### src/rtl/n_bit_register_set_pkg.sv
// Shared constants, operation encoding and decode helpers for the
// eight-entry general-purpose register bank.
package n_bit_register_set_pkg;

  localparam int unsigned REG_COUNT = 8;
  localparam int unsigned ADDR_W    = 3;

  localparam logic RW_WRITE = 1'b1;
  localparam logic RW_READ  = 1'b0;

  typedef enum logic [1:0] {
    OP_IDLE  = 2'd0,
    OP_WRITE = 2'd1,
    OP_READ  = 2'd2
  } op_e;

  // Port operation implied by enable and access type (reset handled separately).
  function automatic op_e classify_op(input logic enable, input logic rw);
    op_e op;
    op = OP_IDLE;
    if (enable) begin
      op = (rw == RW_WRITE) ? OP_WRITE : OP_READ;
    end
    return op;
  endfunction

  // One-hot register select for a fully decoded address.
  function automatic logic [REG_COUNT-1:0] decode_one_hot(input logic [ADDR_W-1:0] addr);
    logic [REG_COUNT-1:0] sel;
    sel = '0;
    for (int unsigned i = 0; i < REG_COUNT; i++) begin
      sel[i] = (addr == ADDR_W'(i));
    end
    return sel;
  endfunction

endpackage

### src/rtl/n_bit_register_set_nbit_register.sv
// n-bit storage register with synchronous active-high reset and load enable.
module nbit_register #(
  parameter int unsigned W = 8
) (
  input  logic         clk,
  input  logic         rst,
  input  logic         load,
  input  logic [W-1:0] d,
  output logic [W-1:0] q
);

  always_ff @(posedge clk) begin
    if (rst) begin
      q <= '0;
    end else if (load) begin
      q <= d;
    end
  end

endmodule

### src/rtl/n_bit_register_set.sv
// Eight-entry register bank with one shared read/write port and a
// registered read result.
module n_bit_register_set
  import n_bit_register_set_pkg::*;
#(
  parameter int unsigned n = 8
) (
  input  logic              Clk,
  input  logic              nReset,
  input  logic              Enable,
  input  logic              RW,
  input  logic [ADDR_W-1:0] Address,
  input  logic [n-1:0]      Data_in,
  output logic [n-1:0]      Data_out
);

  op_e                  op;
  logic [REG_COUNT-1:0] addr_sel;
  logic [REG_COUNT-1:0] wr_en;
  logic [n-1:0]         regs [REG_COUNT];
  logic [n-1:0]         rd_data;

  // Address decode; write strobes only on an enabled write.
  always_comb begin
    op       = classify_op(Enable, RW);
    addr_sel = decode_one_hot(Address);
    wr_en    = '0;
    if (op == OP_WRITE) begin
      wr_en = addr_sel;
    end
  end

  for (genvar i = 0; i < REG_COUNT; i++) begin : g_reg
    nbit_register #(
      .W(n)
    ) u_reg (
      .clk (Clk),
      .rst (nReset),
      .load(wr_en[i]),
      .d   (Data_in),
      .q   (regs[i])
    );
  end

  // Read mux sees pre-edge contents, so a read never observes a same-edge write.
  always_comb begin
    rd_data = '0;
    for (int unsigned i = 0; i < REG_COUNT; i++) begin
      if (addr_sel[i]) begin
        rd_data = regs[i];
      end
    end
  end

  always_ff @(posedge Clk) begin
    if (nReset) begin
      Data_out <= '0;
    end else if (op == OP_READ) begin
      Data_out <= rd_data;
    end
  end

endmodule

### config.mk
export PLATFORM = sky130hd
export DESIGN_NAME = n_bit_register_set
export DESIGN_NICKNAME = d
export VERILOG_FILES = /design/src/rtl/n_bit_register_set_pkg.sv /design/src/rtl/n_bit_register_set_nbit_register.sv /design/src/rtl/n_bit_register_set.sv
export SDC_FILE = /design/constraint.sdc
export NUM_CORES = 1
export LEC_CHECK = 0
export ABC_AREA = 1
export CORE_UTILIZATION = 55
export DETAILED_ROUTE_END_ITERATION = 8
export GPL_TIMING_DRIVEN = 1
export PLACE_DENSITY = 0.76
export SYNTH_ARGS = -nofsm -noshare
export SYNTH_HDL_FRONTEND = slang
export SYNTH_SLANG_ARGS = --single-unit
### constraint.sdc
create_clock -name Clk -period 2.7 [get_ports Clk]
set_input_delay 0.405 -clock Clk [delete_from_list [all_inputs] [get_ports Clk]]
set_output_delay 0.405 -clock Clk [all_outputs]
set_load 0.01 [all_outputs]
==> results of run 1 <==
power breakdown:
| group | switching [W] | total (W) | leakage [nW] | internal [W] |
|---|---|---|---|---|
| Combinational | 0.000119 | 0.000181 | 0.658 | 0.0000624 |
| Sequential | 0.0000101 | 0.00109 | 0.583 | 0.00108 |
| Clock | 0.000382 | 0.000928 | 0.108 | 0.000546 |
worst reg2reg max path: cells and delay by family (launching register included):
kind | cells | cell delay [ns]
AO/OA/AOI/OAI | 1 | 0.06
flip-flops | 1 | 0.32
AND/OR/NAND/NOR | 5 | 0.57
placed cells by master, fill, tap and decap left out, drive strengths merged:
cell type and count:
nor2 80, nand3 30, inv 38, nand2 59, o21ai 54, nand4 18, buf 7, dfxtp 72
nor3 4, clkinv 1, clkbuf 13, clkdlybuf4s50 22, bufinv 2, a21oi 59
per-stage QoR:
| stage | worst slack (ns) | hold WS [ns] | instances | total power (W) | instance area (um^2) |
|---|---|---|---|---|---|
| after floorplan | 1.25 | 0.425 | 435 | 0.00122 | 3100 |
| after global placement | 0.370 | 0.437 | 513 | 0.00130 | 3360 |
| after detailed placement | 0.383 | 0.446 | 513 | 0.00130 | 3360 |
| after CTS | 0.755 | 0.457 | 529 | 0.00221 | 3570 |
| after global routing | 0.568 | 0.478 | 529 | 0.00228 | 3570 |
| final | 0.722 | 0.457 | 529 | 0.00220 | 3570 |
logic make-up after synthesis:
| family | share of synthesized area |
|---|---|
| compound gates | 0.182 |
| flops | 0.465 |
| simple gates | 0.273 |
| buf+inv | 0.0799 |
layout make-up:
class | instances | area, um^2 | area share
Multi-Input combinational cell | 304 | 1410 | 0.396
Sequential cell | 72 | 1440 | 0.404
Clock buffer | 13 | 149 | 0.0417
Timing Repair Buffer | 29 | 273 | 0.0764
Inverter | 38 | 143 | 0.0399
Clock inverter | 3 | 65.1 | 0.0182
Tap cell | 70 | 87.6 | 0.0245
per-layer routing:
metal  wire length, um  vias up  global-route usage  share of wire
met1              3800     1315               0.415           0.49
li1                  -     1482                   -              -
met4               141        0               0.117          0.018
met3               528       12              0.0619          0.068
met5                 0        -                   0              0
met2              3260       89               0.409           0.42
flip-flops by register name, summed over array words and instances (netlist names):
register / flops
g.u_reg.q: 64
Data_out: 8
worst paths after layout:
| path | from | endpoint | slack (ns) | cells past startpoint |
|---|---|---|---|---|
| hold / removal | g_reg[5].u_reg.q[3]$_SDFFE_PP0P_ | g_reg[5].u_reg.q[3]$_SDFFE_PP0P_ | 0.46 | 2 |
| setup / recovery | Address[0] | g_reg[2].u_reg.q[5]$_SDFFE_PP0P_ | 0.72 | 7 |
| hold reg to reg | g_reg[5].u_reg.q[3]$_SDFFE_PP0P_ | g_reg[5].u_reg.q[3]$_SDFFE_PP0P_ | 0.46 | 2 |
| setup reg to reg | g_reg[0].u_reg.q[7]$_SDFFE_PP0P_ | Data_out[7]$_SDFFE_PP0N_ | 1.63 | 6 |
==> impl_metrics.ini, run 1 <==
[cts]
root_buffer = clkbuf_8
clockBufferDepth = 2
cts.repair.resized = 0
cts_buffers = 9
htreeDepth = 3
ctsHoldBuffers = 0
cts.sinks = 72
clk_latency_ns = 0.35
cts_tree = yes
postCtsSetupBuffers = 0
cts.clk_slew.worst_paths_ns = 0.07

[yosys]
ys_warn_count = 0
syn_avg_cell_area_um2 = 7.13
synth.cell_area_um2 = 3100
syn_nets = 450
ys_ff_latch = 72
ys_seq_area_frac = 0.465
yosys_most_used_dff = dfxtp_1
synth_top_area_cell = dfxtp_1
synth_edf_count = 0
synth_top_area_share = 0.465
yosysUniqueCellTypes = 19
syn_inst = 435
post-synth-top-count-cell = nor2_1
synth_area_leaders = dfxtp_1 46%, a21oi_1 9.5%, nor2_1 9.3%
ys_async_sr_fraction = 0
synth_common_cells = 77 x nor2_1, 72 x dfxtp_1, 59 x a21oi_1, 58 x nand2_1, 49 x o21ai_0

[setup_path]
critical_path.top_delay_family = buffers and inverters
worstSetupStartpointType = primary input
critPathMaxStageDelay_ns = 0.63
path_buf_inv = 3
path_cells = clkdlybuf4s50_1, inv_2, nand3_1, nor2_2, inv_1, o21ai_0, a21oi_1
crit_path_end_kind = flip-flop
arrival_ns = 2.21
crit_type = in2reg
critPathRequiredTime_ns = 2.93
path_max_fanout = 11
worst_path_max_delay_cell = clkdlybuf4s50_1

[floorplanning]
core-area_um2 = 5270
dieArea_um2 = 5940
die_w_um = 77.1
start_util = 0.589
design.portCount = 23
die_h_um = 77.1
rows = 26

[detailed_routing]
first_pass_iters = 5
routed_via_density = 5.48
dr_total_vias = 2898
drcViolationCount = 0
ant_nets = 0
drtIter0Drc = 216
post_drt_wl_per_cell_um = 14.6
wirelength_um = 7730

[sta]
tightest_slew_ns = 0.487
fin_tns_setup_ns = 0
rsz0062_at_grt = false
slew_headroom = 0.674
fin_crit_ns = 1.98
hold_viol = 0
slew_viol_final = 0
finalClockSkew_ns = 0.00590
timing.fmax_mhz = 505
min_period_over_period = 0.733
setup_viol = 0

[power_and_ir_drop]
ir_drop_mv = 0.419
p_leak_nw = 1.35
powerDensity_nw_per_um2 = 617

[grt]
grt_max_degree = 52
grt_usage = 0.286
antenna_found_initial = 0
grt_pass1_wl_um = 12900
grt_overflow = 0
grt_pass1_vias = 2557

[hold_path]
hold_path.class = reg2reg

[finish]
final_layout_size_suffix_gt1_frac = 0.0697
area_growth_syn_to_layout_pct = 15.1
utilization = 0.678
fin_nets = 469
num-fill-cells = 473
diodes = 0

[status]
status = complete, no violations

[placed_design]
gp_congestion = 0.850
hpwlAfterDp_um = 5250
portBuffers = 22

[flow_run]
cap_violations = 0
Power figures use the tool's default switching activity.
==> inputs of run 2 (changes only) <==
--- a/config.mk
+++ b/config.mk
@@ -6,10 +6,10 @@
 export NUM_CORES = 1
 export LEC_CHECK = 0
 export ABC_AREA = 1
-export CORE_UTILIZATION = 55
+export CORE_UTILIZATION = 52
 export DETAILED_ROUTE_END_ITERATION = 8
 export GPL_TIMING_DRIVEN = 1
-export PLACE_DENSITY = 0.76
+export PLACE_DENSITY = 0.75
 export SYNTH_ARGS = -nofsm -noshare
 export SYNTH_HDL_FRONTEND = slang
 export SYNTH_SLANG_ARGS = --single-unit
==> constraint.sdc (replaced) <==
create_clock -name Clk -period 1.7 [get_ports Clk]
set_input_delay 0.255 -clock Clk [delete_from_list [all_inputs] [get_ports Clk]]
set_output_delay 0.255 -clock Clk [all_outputs]
set_load 0.01 [all_outputs]
==> run 2 against run 1 <==
Net effect:
- clock skew rose by 0.00086 ns
- die area up 5.6%
- critical path depth is the same
- cell area is 4.5% higher
- combinational power up 83%
- critical path type unchanged
- flip-flop and latch count unchanged
- largest cell class unchanged
- hold slack worse by 0.0053 ns
- sequential power is 60% higher
- first-iteration DRC count fell by 29%
- via count is 4.2% higher
- sequential share of layout area down 1.7 points
==> impl_metrics.ini, run 2 (synthesized netlist as in run 1, its figures left out) <==
[placed_design]
gp_congestion = 0.807
hpwlAfterDp_um = 5500
portBuffers = 22

[sta]
tightest_slew_ns = 0.402
finalClockSkew_ns = 0.00677
fin_crit_ns = 1.60
slew_headroom = 0.731
min_period_over_period = 0.940
rsz0062_at_grt = false
holdWs_ns = 0.452
hold_viol = 0
timing.fmax_mhz = 626
fin_tns_setup_ns = 0
slew_viol_final = 0
setup_viol = 0

[flow_run]
cap_violations = 0

[detailed_routing]
post_drt_wl_per_cell_um = 14.3
dr_total_vias = 3019
drcViolationCount = 0
routed_via_density = 5.48
ant_nets = 0
drtIter0Drc = 153
first_pass_iters = 5
wirelength_um = 7880

[setup_path]
worstSetupStartpointType = primary input
crit_type = in2reg
reg2reg_to = Data_out[6]$_SDFFE_PP0N_
crit_path_end_kind = flip-flop
arrival_ns = 1.82
path_max_fanout = 11
worstReg2RegStart = g_reg[2].u_reg.q[6]$_SDFFE_PP0P_
ff2ff_path_depth = 6
critPathRequiredTime_ns = 1.92
startpoint = Address[1]
r2r_slack_ns = 0.70

[power_and_ir_drop]
power_switching_share = 0.246
p_leak_nw = 1.45
p_comb_frac = 0.102
p_sw_w = 0.000795
powerDensity_nw_per_um2 = 867
p_int_w = 0.00244
ir_drop_mv = 0.489
share_seq_of_total_power = 0.538
p_clk_frac = 0.360

[floorplanning]
design.portCount = 23
start_util = 0.550
die_w_um = 79.2
core-area_um2 = 5640
rows = 27
die_h_um = 79.2
dieArea_um2 = 6280

[finish]
largest_register_ffs = 64
top_register = g.u_reg.q
reg_top3 = g.u_reg.q (64), Data_out (8)
final_common_cell = nor2_1
fin_nets = 492
area_growth_syn_to_layout_pct = 20.3
final_cell_mix = 77 x nor2_1, 72 x dfxtp_1, 59 x a21oi_1, 58 x nand2_1, 49 x o21ai_0
final_layout_size_suffix_gt1_frac = 0.113
diodes = 0

[cts]
clk_latency_ns = 0.34
cts.clk_slew.worst_paths_ns = 0.07
root_buffer = clkbuf_8
ctsHoldBuffers = 0
htreeDepth = 3
cts_tree = yes
cts.sinks = 72
clockBufferDepth = 2
cts_buffers = 9
cts.repair.resized = 0
postCtsSetupBuffers = 0

[grt]
grt_pass1_vias = 2842
grt_pass1_wl_um = 13000
use_met2 = 0.439
grt_max_degree = 52
antenna_found_initial = 0
top_usage_layer = met2
met1_usage = 0.346
grt_overflow = 0
grtUsageMet3 = 0.0598
grt_usage = 0.272

[status]
status = complete, no violations

[hold_path]
hold_path.class = reg2reg
min_path_cells = 2
hold_end = g_reg[2].u_reg.q[0]$_SDFFE_PP0P_
hp-start = g_reg[2].u_reg.q[0]$_SDFFE_PP0P_
==> run 2: cell types whose count changed in the layout (fill, tap and decap cells not counted), sizes merged <==
cell	before	now
clkbuf	13	12
buf	7	30
bufinv	2	0
==> run 2: critical path, stage by stage <==
cell and delay (ns):
clkdlybuf4s50_1 0.44, inv_1 0.22, nand3_1 0.25, nor2_2 0.18, inv_1 0.18, o21ai_0 0.22
a21oi_1 0.06
==> run 2: through the flow <==
stage | std cells | utilization | area, um^2 | total power (W) | worst slack (ns)
after floorplan | 435 | - | 3100 | 0.00194 | 0.402
after global placement | 538 | 0.633 | 3570 | 0.00209 | -0.122
after detailed placement | 538 | 0.633 | 3570 | 0.00210 | -0.221
after CTS | 551 | 0.661 | 3730 | 0.00323 | 0.127
after global routing | 551 | 0.661 | 3730 | 0.00335 | 0.00220
final | 551 | 0.661 | 3730 | 0.00323 | 0.103
==> run 2: final cells by class <==
cell class	instances	area, um^2
clock inverters	1	5.00
fillers	487	1910
multi-input cells	304	1410
clock buffers	12	155
inverters	38	143
repair buffers	52	483
flip-flops and latches	72	1440
well taps	72	90.1
==> run 2: worst max path at each step <==
stage               slack (ns)                                to
floorplan                 0.40  g_reg[3].u_reg.q[4]$_SDFFE_PP0P_
global placement         -0.12  g_reg[5].u_reg.q[3]$_SDFFE_PP0P_
detailed placement       -0.22  g_reg[5].u_reg.q[0]$_SDFFE_PP0P_
CTS                       0.13  g_reg[5].u_reg.q[0]$_SDFFE_PP0P_
global route             0.002  g_reg[5].u_reg.q[0]$_SDFFE_PP0P_
finish                    0.10  g_reg[5].u_reg.q[0]$_SDFFE_PP0P_
==> run 2: power by group through the flow <==
stage                     logic [W]  registers, W  clock network (W)
after floorplan            0.000165       0.00178                  0
after global routing       0.000363       0.00174            0.00125
after CTS                  0.000326       0.00174            0.00117
after detailed placement   0.000324       0.00178                  0
final                      0.000331       0.00174            0.00116
after global placement     0.000319       0.00178                  0
==> run 2: routing by layer <==
| layer | part of all wire | vias up |
|---|---|---|
| li1 | - | 1529 |
| met1 | 0.45 | 1359 |
| met2 | 0.46 | 115 |
| met3 | 0.067 | 16 |
| met4 | 0.020 | 0 |
| met5 | 0 | - |
==> inputs of run 3 (changes only) <==
--- a/config.mk
+++ b/config.mk
@@ -6,10 +6,10 @@
 export NUM_CORES = 1
 export LEC_CHECK = 0
 export ABC_AREA = 1
-export CORE_UTILIZATION = 52
+export CORE_UTILIZATION = 29
 export DETAILED_ROUTE_END_ITERATION = 8
 export GPL_TIMING_DRIVEN = 1
-export PLACE_DENSITY = 0.75
+export SETUP_SLACK_MARGIN = 0.15
 export SYNTH_ARGS = -nofsm -noshare
 export SYNTH_HDL_FRONTEND = slang
 export SYNTH_SLANG_ARGS = --single-unit
==> run 3 against run 2 <==
Net effect:
- critical path type unchanged
- clock-buffer cell count up 1
- non-clock buffer count up 1
- register-to-register slack worse by 0.02 ns
==> impl_metrics.ini, run 3 (synthesized netlist as in run 1, its figures left out) <==
[hold_path]
hold_path.class = reg2reg
min_path_cells = 2

[sta]
timing.fmax_mhz = 668
finalClockSkew_ns = 0.00906
hold_viol = 0
setup_viol = 0
slew_headroom = 0.682
slew_viol_final = 0
tightest_slew_ns = 0.476
finalWorstSetupSlack_ns = 0.204
fin_crit_ns = 1.50
min_period_over_period = 0.880
rsz0062_at_grt = true

[cts]
ctsHoldBuffers = 0
clk_latency_ns = 0.35
cts.repair.resized = 0
postCtsSetupBuffers = 0
cts_tree = yes
cts_buffers = 9
root_buffer = clkbuf_8
htreeDepth = 3
clockBufferDepth = 2
cts.sinks = 72
cts.clk_slew.worst_paths_ns = 0.07

[finish]
final_common_cell = nor2_1
area_growth_syn_to_layout_pct = 25.4
final_layout_size_suffix_gt1_frac = 0.128
final_cell_mix = 76 x nor2_1, 72 x dfxtp_1, 59 x a21oi_1, 58 x nand2_1, 48 x o21ai_0
reg_top3 = g.u_reg.q (64), Data_out (8)
final_area_um2 = 3890
utilization = 0.375
fin_nets = 493
largest_register_ffs = 64
top_register = g.u_reg.q
diodes = 0

[floorplanning]
die_h_um = 105
die_w_um = 105
dieArea_um2 = 11100
rows = 37
start_util = 0.299
core-area_um2 = 10400
design.portCount = 23

[detailed_routing]
wirelength_um = 8370
first_pass_iters = 5
post_drt_wl_per_cell_um = 13.5
drcViolationCount = 0
dr_total_vias = 2988
ant_nets = 0
drtIter0Drc = 166
routed_via_density = 4.83

[placed_design]
place_ws_ns = -0.168
postPlaceCellArea_um2 = 3670
hpwlAfterDp_um = 5990
portBuffers = 22
gp_congestion = 0.856

[power_and_ir_drop]
ir_drop_mv = 0.325
powerDensity_nw_per_um2 = 886
p_total_w = 0.00345
p_leak_nw = 1.51

[grt]
grt_overflow = 0
grt_usage = 0.160
grt_pass1_vias = 2829
grt_max_degree = 52
grt_pass1_wl_um = 13700
antenna_found_initial = 0

[setup_path]
worstSetupStartpointType = primary input
path_max_fanout = 10
ff2ff_path_depth = 6
crit_type = in2reg
critPathRequiredTime_ns = 1.98
crit_path_end_kind = flip-flop
arrival_ns = 1.78

[flow_run]
cap_violations = 0

[status]
status = complete, no violations
-- run 3: final timing paths --
path                                          from                                to  slack [ns]
setup / recovery                        Address[2]          Data_out[1]$_SDFFE_PP0N_        0.20
hold / removal    g_reg[5].u_reg.q[3]$_SDFFE_PP0P_  g_reg[5].u_reg.q[3]$_SDFFE_PP0P_        0.45
setup reg to reg  g_reg[2].u_reg.q[1]$_SDFFE_PP0P_          Data_out[1]$_SDFFE_PP0N_        0.68
hold reg to reg   g_reg[5].u_reg.q[3]$_SDFFE_PP0P_  g_reg[5].u_reg.q[3]$_SDFFE_PP0P_        0.45
-- run 3: stage by stage --
stage | TNS, ns | hold slack [ns] | std cells
after detailed placement | -4.70 | 0.440 | 603
after global routing | 0 | 0.471 | 619
after floorplan | 0 | 0.324 | 435
after CTS | 0 | 0.454 | 619
after global placement | -3.01 | 0.436 | 603
final | 0 | 0.454 | 619
-- run 3: final cells by class --
| type | count | area [um^2] |
|---|---|---|
| fill | 1104 | 6480 |
| sequential | 72 | 1440 |
| inverter | 38 | 143 |
| timing repair buffer | 53 | 505 |
| tap | 136 | 170 |
| clock buffer | 13 | 159 |
| multi-input combinational | 304 | 1430 |
| clock inverter | 3 | 40.0 |
-- run 3: report_power, final --
group / internal (W) / switching, W
sequential: 0.00172 / 0.0000153
clock: 0.000755 / 0.000609
combinational: 0.000139 / 0.000205
-- run 3: critical path, stage by stage --
cell	delay, ns
clkdlybuf4s50_1	0.49
inv_2	0.09
nor3_4	0.36
buf_12	0.17
a21oi_1	0.05
nand4_1	0.15
nand2_1	0.08
a21oi_1	0.12
-- run 3: per-layer routing --
| metal | global-route usage | wire (um) |
|---|---|---|
| met1 | 0.196 | 3780 |
| met2 | 0.265 | 3950 |
| met3 | 0.0396 | 474 |
| met4 | 0.0694 | 158 |
| met5 | 0 | 0 |
